`src/rtl/spi_burst_ctrl_if.sv`:
```
// rtl/spi_burst_ctrl_if.sv - strobe, shift-register and memory-control bundle for spi_burst_ctrl
interface spi_burst_ctrl_if #(
    parameter int ADDR_W = 7
);
    logic              cs;
    logic              sclk_pe;
    logic              sclk_ne;
    logic [ADDR_W:0]   sr_pout;
    logic [ADDR_W-1:0] mem_addr;
    logic              dm_we;
    logic              sr_load;
    logic              miso_oe;
    logic              busy;
    logic              overrun;

    modport master (
        output cs, sclk_pe, sclk_ne, sr_pout,
        input  mem_addr, dm_we, sr_load, miso_oe, busy, overrun
    );

    modport slave (
        input  cs, sclk_pe, sclk_ne, sr_pout,
        output mem_addr, dm_we, sr_load, miso_oe, busy, overrun
    );
endinterface

```
`src/rtl/spi_burst_ctrl.sv`:
```
// rtl/spi_burst_ctrl.sv - SPI memory transaction sequencer with address counter; SPI_BURST_EN enables burst auto-increment
module spi_burst_ctrl #(
    parameter int ADDR_W    = 7,
    parameter int BYTE_BITS = 8
) (
    input  logic            clk,
    input  logic            reset_n,
    spi_burst_ctrl_if.slave bus
);
    localparam int CNT_W = $clog2(BYTE_BITS + 1);

    typedef enum logic [3:0] {
        IDLE, ADDR_SHIFT, ADDR_LATCH, RD_WAIT, RD_LOAD,
        RD_SHIFT, WR_SHIFT, WR_COMMIT, HOLD
    } state_t;

    state_t            state_q, state_d;
    logic [CNT_W-1:0]  bit_cnt;
    logic [ADDR_W-1:0] addr_q;
    logic              ovr_q;
    logic              oe_q;
    logic              last_bit;
    logic              cnt_en;
    logic              latch_addr;
    logic              incr_addr;
    logic              set_ovr;
    logic              clr_ovr;
    logic              rd_next;

    assign last_bit = (bit_cnt == CNT_W'(BYTE_BITS - 1));

    // Outputs that are pure decodes of the current state or mirror a register
    assign bus.mem_addr = addr_q;
    assign bus.dm_we    = (state_q == WR_COMMIT);
    assign bus.sr_load  = (state_q == RD_LOAD);
    assign bus.busy     = (state_q != IDLE);
    assign bus.miso_oe  = oe_q;
    assign bus.overrun  = ovr_q;

    // State register
    always_ff @(posedge clk or negedge reset_n) begin
        if (!reset_n) state_q <= IDLE;
        else          state_q <= state_d;
    end

    // Next state plus datapath strobes; cs high overrides everything, so an edge coincident with it is never counted
    always_comb begin
        state_d    = state_q;
        cnt_en     = 1'b0;
        latch_addr = 1'b0;
        incr_addr  = 1'b0;
        set_ovr    = 1'b0;
        clr_ovr    = 1'b0;
        if (bus.cs) begin
            state_d = IDLE;
        end else begin
            case (state_q)
                IDLE: begin
                    clr_ovr = 1'b1;
                    state_d = ADDR_SHIFT;
                end
                ADDR_SHIFT: begin
                    cnt_en = bus.sclk_pe;
                    if (bus.sclk_pe && last_bit) state_d = ADDR_LATCH;
                end
                ADDR_LATCH: begin
                    latch_addr = 1'b1;
                    set_ovr    = bus.sclk_pe;
                    state_d    = bus.sr_pout[0] ? RD_WAIT : WR_SHIFT;
                end
                RD_WAIT: begin
                    set_ovr = bus.sclk_pe;
                    state_d = RD_LOAD;
                end
                RD_LOAD: begin
                    set_ovr = bus.sclk_pe;
                    state_d = RD_SHIFT;
                end
                RD_SHIFT: begin
                    cnt_en = bus.sclk_pe;
                    if (bus.sclk_pe && last_bit) begin
`ifdef SPI_BURST_EN
                        incr_addr = 1'b1;
                        state_d   = RD_WAIT;
`else
                        state_d   = HOLD;
`endif
                    end
                end
                WR_SHIFT: begin
                    cnt_en = bus.sclk_pe;
                    if (bus.sclk_pe && last_bit) state_d = WR_COMMIT;
                end
                WR_COMMIT: begin
                    set_ovr = bus.sclk_pe;
`ifdef SPI_BURST_EN
                    incr_addr = 1'b1;
                    state_d   = WR_SHIFT;
`else
                    state_d   = HOLD;
`endif
                end
                HOLD:    state_d = HOLD;
                default: state_d = IDLE;
            endcase
        end
        rd_next = (state_d == RD_WAIT) || (state_d == RD_LOAD) || (state_d == RD_SHIFT);
    end

    // Bit counter, address counter, sticky overrun and MISO enable
    always_ff @(posedge clk or negedge reset_n) begin
        if (!reset_n) begin
            bit_cnt <= '0;
            addr_q  <= '0;
            ovr_q   <= 1'b0;
            oe_q    <= 1'b0;
        end else begin
            if (bus.cs || clr_ovr)  bit_cnt <= '0;
            else if (cnt_en)        bit_cnt <= last_bit ? '0 : bit_cnt + 1'b1;

            if (latch_addr)         addr_q <= bus.sr_pout[ADDR_W:1];
            else if (incr_addr)     addr_q <= addr_q + 1'b1;

            if (clr_ovr)            ovr_q <= 1'b0;
            else if (set_ovr)       ovr_q <= 1'b1;

            // Enable holds across a burst's RD_WAIT/RD_LOAD and drops on the edge that leaves the read states
            if (!rd_next)                                oe_q <= 1'b0;
            else if (state_q == RD_SHIFT && bus.sclk_ne) oe_q <= 1'b1;
        end
    end
endmodule

```
`src/flat_wrapper.sv`:
```
// flat-port wrapper written by rule: the top's interface ports become plain ports
module spi_burst_ctrl_flat 
#(
    parameter int ADDR_W    = 7,
    parameter int BYTE_BITS = 8
)
  (clk, reset_n, bus_cs, bus_sclk_pe, bus_sclk_ne, bus_sr_pout, bus_mem_addr, bus_dm_we, bus_sr_load, bus_miso_oe, bus_busy, bus_overrun);
  spi_burst_ctrl_if #(.ADDR_W(ADDR_W)) bus_i ();
  input  logic clk;
  input  logic reset_n;
  input wire logic [$bits(bus_i.cs)-1:0] bus_cs;
  input wire logic [$bits(bus_i.sclk_pe)-1:0] bus_sclk_pe;
  input wire logic [$bits(bus_i.sclk_ne)-1:0] bus_sclk_ne;
  input wire logic [$bits(bus_i.sr_pout)-1:0] bus_sr_pout;
  output wire logic [$bits(bus_i.mem_addr)-1:0] bus_mem_addr;
  output wire logic [$bits(bus_i.dm_we)-1:0] bus_dm_we;
  output wire logic [$bits(bus_i.sr_load)-1:0] bus_sr_load;
  output wire logic [$bits(bus_i.miso_oe)-1:0] bus_miso_oe;
  output wire logic [$bits(bus_i.busy)-1:0] bus_busy;
  output wire logic [$bits(bus_i.overrun)-1:0] bus_overrun;
  assign bus_i.cs = bus_cs;
  assign bus_i.sclk_pe = bus_sclk_pe;
  assign bus_i.sclk_ne = bus_sclk_ne;
  assign bus_i.sr_pout = bus_sr_pout;
  assign bus_mem_addr = bus_i.mem_addr;
  assign bus_dm_we = bus_i.dm_we;
  assign bus_sr_load = bus_i.sr_load;
  assign bus_miso_oe = bus_i.miso_oe;
  assign bus_busy = bus_i.busy;
  assign bus_overrun = bus_i.overrun;
  spi_burst_ctrl #(.ADDR_W(ADDR_W), .BYTE_BITS(BYTE_BITS)) u_core (.clk(clk), .reset_n(reset_n), .bus(bus_i));
endmodule
```
`config.mk`:
```
export PLATFORM = sky130hd
export DESIGN_NAME = spi_burst_ctrl_flat
export DESIGN_NICKNAME = d
export VERILOG_FILES = /design/src/rtl/spi_burst_ctrl_if.sv /design/src/rtl/spi_burst_ctrl.sv /design/src/flat_wrapper.sv
export SDC_FILE = /design/constraint.sdc
export NUM_CORES = 1
export LEC_CHECK = 0
export CORE_ASPECT_RATIO = 1.2
export CORE_MARGIN = 2
export CORE_UTILIZATION = 50
export CTS_BUF_LIST = sky130_fd_sc_hd__clkbuf_16
export CTS_CLUSTER_DIAMETER = 30
export DETAILED_ROUTE_END_ITERATION = 8
export PLACE_DENSITY = 0.87
export SETUP_SLACK_MARGIN = 0.02
export SYNTH_ARGS = -nofsm -noshare
export SYNTH_HDL_FRONTEND = slang
export SYNTH_SLANG_ARGS = --single-unit
```
`constraint.sdc`:
```
create_clock -name clk -period 2.8 [get_ports clk]
set_input_delay 0.84 -clock clk [delete_from_list [all_inputs] [get_ports clk]]
set_output_delay 0.84 -clock clk [all_outputs]
set_load 0.01 [all_outputs]
```
# Yosys cells after proc, flatten, opt, wreduce, memory -nomap -nowiden
# Cells that the tools add are included.
op_classes:
  add_sub_neg: 1
  eq_ne: 13
  muxes: 21
  n_reduce_logical: 12
ops:
  columns: ["op", "count"]
  rows:
  - ["case mux 4 bit (8 select lines)", 1]
  - ["equality test 4 x 3 -> 1 bit, second input constant", 7]
  - ["two-way mux 4 bit", 7]
  - ["equality test 4 x 2 -> 1 bit, second input constant", 3]
  - ["two-way mux 1 bit", 12]
  - ["adder 4 x 1 -> 4 bit, second input constant", 1]
  - ["equality test 4 x 1 -> 1 bit, second input constant", 1]
  - ["equality test 4 bit, second input constant", 1]
  - ["zero test 4 bit", 1]
  - ["nonzero test 2 bit", 2]
  - ["nonzero test 4 bit", 1]
  - ["OR reduction 4 bit", 1]
  - ["logical OR 1 bit", 3]
  - ["two-way mux 3 bit", 1]
  - ["OR reduction 3 bit", 1]
  - ["logical AND 1 bit", 2]
  - ["!= test 2 bit, second input constant", 1]
  - ["OR reduction 2 bit", 1]
word_totals:
  ff_bits: 17
  inputBits: 13
  elab_cells: 52

# Longest topological paths before layout
# Gate-level depths: netlist (run 1).
logic_depth:
  depth_word: 9
  ltp_mapped: 5

# Worst setup path before layout (run 1)
# No wires, ideal clock.
synth_path:
  kind: "flip-flop to output port"
  from: "register u_core.state_q[2]"
  to: "output port bus_sr_load"
  arrival_ns: 1.149
  path_slack_ns: 0.811
  stages_incl_launch_ff: 4
  cell_sequence: "dfrtp_1 buf_2 nor2b_1 nor3b_1"
synth_via:
  elab_chain_len: 1
synth_rtl:
  columns: ["item", "line_no", "rtl"]
  rows:
  - ["start: declaration", "spi_burst_ctrl.sv:17", "state_t state_q, state_d;"]
  - ["start signal: assignment", "spi_burst_ctrl.sv:43", "else state_q <= state_d;"]
  - ["equality test 4 x 3 -> 1 bit", "spi_burst_ctrl.sv:35", "assign bus.sr_load = (state_q == RD_LOAD);"]
  - ["end: declaration", "flat_wrapper.sv:17", "output wire logic [$bits(bus_i.sr_load)-1:0] bus_sr_load;"]
# Every way passes these cells.

# Final worst setup path (run 1)
layout_path:
  from: "register u_core.state_q[2]"
  to: "output port bus_busy"
layout_via:
  elab_chain_len: 1
layout_rtl:
  columns: ["item", "line_no", "rtl"]
  rows:
  - ["nonzero test 4 bit", "spi_burst_ctrl.sv:36", "assign bus.busy = (state_q != IDLE);"]
  - ["end: declaration", "flat_wrapper.sv:19", "output wire logic [$bits(bus_i.busy)-1:0] bus_busy;"]
# Every way passes these cells.

==> results of run 1 <==
## synthesized netlist by cell type, types with 2 or more instances
cell type	count	area (sq um)
sky130_fd_sc_hd__dfrtp_1	17	425
sky130_fd_sc_hd__nor2_1	11	41.3
sky130_fd_sc_hd__mux2_2	7	78.8
sky130_fd_sc_hd__nand2_1	5	18.8
sky130_fd_sc_hd__a21oi_1	4	20.0
sky130_fd_sc_hd__inv_1	4	15.0
sky130_fd_sc_hd__mux2i_1	4	40.0
sky130_fd_sc_hd__nand2b_1	4	25.0
sky130_fd_sc_hd__a31oi_1	3	18.8
sky130_fd_sc_hd__nor2b_1	3	18.8
sky130_fd_sc_hd__nand4b_1	2	17.5
sky130_fd_sc_hd__nor3b_1	2	15.0
## final cells by class
cell class	count	area, sq um	area share
clock buffers	3	75.1	0.0583
clock inverters	1	5.00	0.00388
inverters	4	15.0	0.0117
multi-input cells	64	482	0.374
flip-flops and latches	17	425	0.330
well taps	19	23.8	0.0184
repair buffers	27	263	0.204
## worst max-delay path: stages (launching register included)
cell and delay (ps):
sky130_fd_sc_hd__dfrtp_1 490, sky130_fd_sc_hd__or4_1 560, sky130_fd_sc_hd__clkdlybuf4s50_1 510
## power by group through the flow
stage	registers, mW	logic [mW]	clock network [mW]
4_1_cts	0.251	0.0508	0.290
6_report	0.251	0.0501	0.285
2_1_floorplan	0.255	0.0206	0
5_1_grt	0.251	0.0555	0.296
3_3_place_gp	0.255	0.0481	0
3_5_place_dp	0.255	0.0506	0
## flip-flops by register name, indices dropped and copies added (netlist names)
signal	cells
u_core.bit_cnt	4
u_core.state_q	4
u_core.bus.overrun	1
u_core.bus.mem_addr	7
u_core.bus.miso_oe	1
## stage by stage
step	hold slack [ps]	area [sq um]	util	power [mW]	setup WS, ps
2_1_floorplan	513	950	-	0.276	811
3_3_place_gp	493	1210	0.669	0.303	438
4_1_cts	509	1290	0.713	0.591	153
3_5_place_dp	498	1210	0.669	0.305	420
6_report	508	1290	0.713	0.585	150
5_1_grt	526	1290	0.713	0.602	99.8
## layer usage
| layer | up-vias | global-route usage | share of wire |
|---|---|---|---|
| li1 | 365 | - | - |
| met1 | 385 | 0.230 | 0.37 |
| met2 | 31 | 0.348 | 0.54 |
| met3 | 8 | 0.0417 | 0.061 |
| met4 | 0 | 0.0960 | 0.028 |
| met5 | - | 0 | 0 |
## kinds of logic (layout without fill, tap and decap cells)
logic type,count (synthesis),after routing
mux,11,11
flops,17,17
buf+inv,8,35
xor+xnor,1,1
fa+ha+maj,1,1
simple gates,37,37
compound gates,14,14
## placed cells by master, fill, tap and decap left out, drive strengths merged
master	Yosys	final
a2111oi	1	1
a211oi	1	1
a21oi	4	4
a221oi	1	1
a311oi	1	1
a31oi	3	3
buf	3	3
clkbuf	1	3
clkdlybuf4s50	0	24
clkinv	0	1
dfrtp	17	17
ha	1	1
inv	4	4
mux2	7	7
mux2i	4	4
nand2	6	6
nand2b	5	5
nand3b	1	1
nand4b	2	2
nor2	12	12
nor2b	3	3
nor3	1	1
nor3b	2	2
nor4	1	1
nor4b	1	1
o21ai	2	2
o21bai	1	1
or2	1	1
or3	1	1
or4	1	1
xnor2	1	1
## worst paths after layout
kind,start,endpoint,cells past startpoint
max,u_core.state_q[2]$_DFF_PN0_,bus_busy,2
min,u_core.bus.mem_addr[6]$_DFFE_PN0P_,u_core.bus.mem_addr[6]$_DFFE_PN0P_,1
max reg2reg,u_core.state_q[0]$_DFF_PN0_,u_core.bit_cnt[3]$_DFFE_PN0P_,5
min reg2reg,u_core.bus.mem_addr[6]$_DFFE_PN0P_,u_core.bus.mem_addr[6]$_DFFE_PN0P_,1
max in group asynchronous,reset_n,u_core.bit_cnt[1]$_DFFE_PN0P_,1
min in group asynchronous,reset_n,u_core.bus.mem_addr[1]$_DFFE_PN0P_,1
==> run metrics, run 1 <==
kind of end point of the critical path output port; number of nets with antenna violations after routing 0; combinational fraction of design power 0.086; number of resized instances in the post-cts repair step 0; number of buffers added for setup after CTS 0; switching power as a share of total power 0.204; class of the tightest hold or removal check reg -> reg; first-pass GRT wire length 3350 um; fraction of the yosys area taken by sequential cells 0.448; pin count of the biggest net entering global routing 18; fill cell count 134; ys async rst share 1.00; clock tree root driver cell sky130_fd_sc_hd__clkbuf_16; Horiz. Die Dim 43.8 um; synthesis-stage register bit count 17; post-synthesis cell count 89; area growth from synthesis to layout 35.7%; type of the worst setup path reg -> out; number of distinct library cells after synthesis 35; total congestion overflow 0; net count reported at finish 131; leading register cell type out of synthesis sky130_fd_sc_hd__dfrtp_1; count of endpoints failing setup in the final report 0; number of global-route vias before repair 798; DRC errors left 0; clock sinks 17; number of levels in the clock H-tree 1; worst-case clock skew 1.73 ps; final wirelength 1970 um; register share of total power 0.428; number of synthesized flops with an enable pin 0; Routed wire per std cell 14.6 um; final RePlAce weighted congestion 0.808; fraction of final layout cells with drive strength greater than 1 0.164; run status completed; minimum clock period after layout 2650 ps; unrepaired setup endpoints after global routing false; main combinational cell family by area after synthesis simple AND/OR/NAND/NOR gates; starting DRC count in detailed routing 13; antenna violations before repair 0; reported max-cap violation count 0; net count after synthesis 103; boundary pin count 25; max-slew violation total from the final report 0; TritonCTS clock tree yes; simple logic cell fraction of the synthesized area 0.245; XOR/XNOR Fraction of Synth Area 0.00922; quantity of I/O buffers inserted on ports 24; startpoint type of the worst setup path register; Clock power frac 0.486; WP data arrival 1810 ps; final critical-path share of the clock period 0.946; portion of netlist area occupied by mux cells 0.125; placed cell count 131; number of antenna cells inserted 0; Synth Area in Adders 0.0132; Final Hold Vio Count 0; largest fanout on the critical path 10; Synth warnings 0; clock buffer count from CTS 3; Worst EP required 1960 ps; mean area per synthesized cell 10.7 sq um; internal reg-to-reg setup slack 1270 ps; vias after detailed routing 789; f_max 377 MHz; effective utilization at floorplan 0.525; post-cts hold buffer count 0; switching pwr 0.119 mW; hpwl dp 1490 um; clock-pin transition on the worst setup and hold timing paths 50 ps; Tightest Pin Transition 748 ps; total die area 0.00227 sq mm; Slew headroom 0.500; Max Root-Sink Buffers 2; ratio of routed vias to standard cells 5.84; TNS Setup 0 ps; worst ir drop on vdd 0.000638 V; cell internal power dissipation 0.466 mW; All-Layer GR Usage 0.200; DRT Pass-1 Iters 4; std cell rows 17; chip height 51.7 um; compound-cell area share of the yosys netlist 0.115; clock latency on the worst-skew pair 250 ps; fin cells 135; leakage power 0.587 nW; post-synth design cell area 950 sq um; power per cell area 454 mW/mm^2; core outline area 0.00181 sq mm
Power figures use the tool's default switching activity.
==> run 2: changes to the inputs <==
--- a/config.mk
+++ b/config.mk
@@ -5,11 +5,13 @@
 export SDC_FILE = /design/constraint.sdc
 export NUM_CORES = 1
 export LEC_CHECK = 0
+export CAP_MARGIN = 40
 export CORE_ASPECT_RATIO = 1.2
-export CORE_MARGIN = 2
+export CORE_MARGIN = 3
 export CORE_UTILIZATION = 50
 export CTS_BUF_LIST = sky130_fd_sc_hd__clkbuf_16
 export CTS_CLUSTER_DIAMETER = 30
+export CTS_CLUSTER_SIZE = 8
 export DETAILED_ROUTE_END_ITERATION = 8
 export PLACE_DENSITY = 0.87
 export SETUP_SLACK_MARGIN = 0.02
==> run 2 against run 1 <==
- final cell count shrank 0.74%
- flip-flop and latch count is the same
- clock power about the same
- first-iteration DRC count grew 15%
- design area decreased by 0.19%
- wire length fell by 1.5%
- maximum frequency increased by 2.0%
- clock skew barely moved
- sequential power about the same
- power decreased by 0.56%
- die area increased by 8.6%
- global-route usage decreased by 2.7 points
- critical endpoint is now bus_dm_we
==> run metrics, run 2 (synthesis gave the netlist of run 1 again) <==
run status completed; area growth from synthesis to layout 35.4%; final wirelength 1940 um; Max Root-Sink Buffers 2; boundary pin count 25; worst slack, placed 459 ps; DRC errors left 0; number of global-route vias before repair 741; Hold Path Origin u_core.bus.mem_addr[1]$_DFFE_PN0P_; hpwl dp 1430 um; f_max 385 MHz; type of the worst setup path reg -> out; minimum clock period after layout 2600 ps; DRT Pass-1 Iters 5; placed cell count 130; clock tree root driver cell sky130_fd_sc_hd__clkbuf_16; clock sinks 17; std cell rows 16; final RePlAce weighted congestion 0.790; Tightest Pin Transition 740 ps; startpoint type of the worst setup path register; All-Layer GR Usage 0.174; clock latency on the worst-skew pair 250 ps; reported max-cap violation count 0; series of cell instances along the critical path buf_4, nand2_1, nor3_1, clkdlybuf4s50_1; fraction of final layout cells with drive strength greater than 1 0.155; Final Hold Vio Count 0; max-slew violation total from the final report 0; Worst EP required 1960 ps; Crit path largest cell delay 570 ps; total die area 0.00246 sq mm; effective utilization at floorplan 0.552; chip height 53.7 um; number of levels in the clock H-tree 1; number of nets with antenna violations after routing 0; Largest register FFs 7; quantity of I/O buffers inserted on ports 24; leakage power 0.588 nW; TritonCTS clock tree yes; kind of end point of the critical path output port; Horiz. Die Dim 45.8 um; WP data arrival 1760 ps; CP top delay family buffers and inverters; starting DRC count in detailed routing 15; net count reported at finish 131; first-pass GRT wire length 3110 um; most frequent standard cell in the layout excluding fill and tap cells sky130_fd_sc_hd__clkdlybuf4s50_1; cell with the largest stage delay on the worst path sky130_fd_sc_hd__clkdlybuf4s50_1; total congestion overflow 0; fin cells 134; vias after detailed routing 753; core outline area 0.00172 sq mm; number of resized instances in the post-cts repair step 0; unrepaired setup endpoints after global routing false; worst-case clock skew 1.48 ps; area taken by multi-input logic gates 482 sq um; worst ir drop on vdd 0.000588 V; clock-pin transition on the worst setup and hold timing paths 50 ps; largest fanout on the critical path 9; post-cts hold buffer count 0; Routed wire per std cell 14.4 um; class of the tightest hold or removal check reg -> reg; number of buffers added for setup after CTS 0; total area of sequential cells 425 sq um; top library cells by usage in the layout, fill and taps aside sky130_fd_sc_hd__clkdlybuf4s50_1 (24), sky130_fd_sc_hd__dfrtp_1 (17), sky130_fd_sc_hd__nor2_1 (11), sky130_fd_sc_hd__mux2_2 (7); number of antenna cells inserted 0; fin worst setup slack 201 ps; clock buffer count from CTS 3; count of endpoints failing setup in the final report 0; Setup crit start u_core.state_q[2]$_DFF_PN0_; pin count of the biggest net entering global routing 18; ratio of routed vias to standard cells 5.62; Slew headroom 0.505; final critical-path share of the clock period 0.928; TNS Setup 0 ps; power per cell area 453 mW/mm^2; Reg2Reg Launch Point u_core.state_q[3]$_DFF_PN0_; worst path bufs/invs 2; antenna violations before repair 0; fill cell count 130
run 2: changes by cell type in the layout (fill, tap and decap cells not counted), sizes merged:
cell / delta
clkinv: -1
inv: +1
run 2: per-stage QoR:
step	util	power (mW)	hold WS (ps)	area, sq um
CTS	0.747	0.586	503	1290
finish	0.747	0.582	502	1290
detailed placement	0.701	0.304	492	1210
global route	0.747	0.599	524	1290
global placement	0.701	0.303	487	1210
floorplan	-	0.276	513	950
run 2: final timing paths:
path,endpoint,slack [ps],depth (start not counted)
min reg2reg,u_core.bus.mem_addr[1]$_DFFE_PN0P_,500,1
max in group asynchronous,u_core.bus.mem_addr[4]$_DFFE_PN0P_,1300,1
min in group asynchronous,u_core.bit_cnt[3]$_DFFE_PN0P_,1030,1
max reg2reg,u_core.bus.overrun$_DFFE_PN0P_,1310,4
min,u_core.bus.mem_addr[1]$_DFFE_PN0P_,500,1
max,bus_dm_we,200,4
run 2: power by group:
| group | internal [mW] | switching, mW |
|---|---|---|
| Clock | 0.190 | 0.0930 |
| Combinational | 0.0265 | 0.0229 |
| Sequential | 0.248 | 0.00173 |
run 2: per-layer routing:
layer,vias up,track usage,wire length (um)
met5,-,0,0
met4,0,0.0569,12
met3,2,0.0301,64
met2,16,0.314,1070
met1,370,0.203,789
li1,365,-,-
run 2: layout make-up:
cell class | count | area share
Multi-Input combinational cell | 64 | 0.375
Clock inverter | 1 | 0.00292
Inverter | 4 | 0.0117
Clock buffer | 3 | 0.0584
Sequential cell | 17 | 0.331
Timing Repair Buffer | 27 | 0.204
Tap cell | 18 | 0.0175
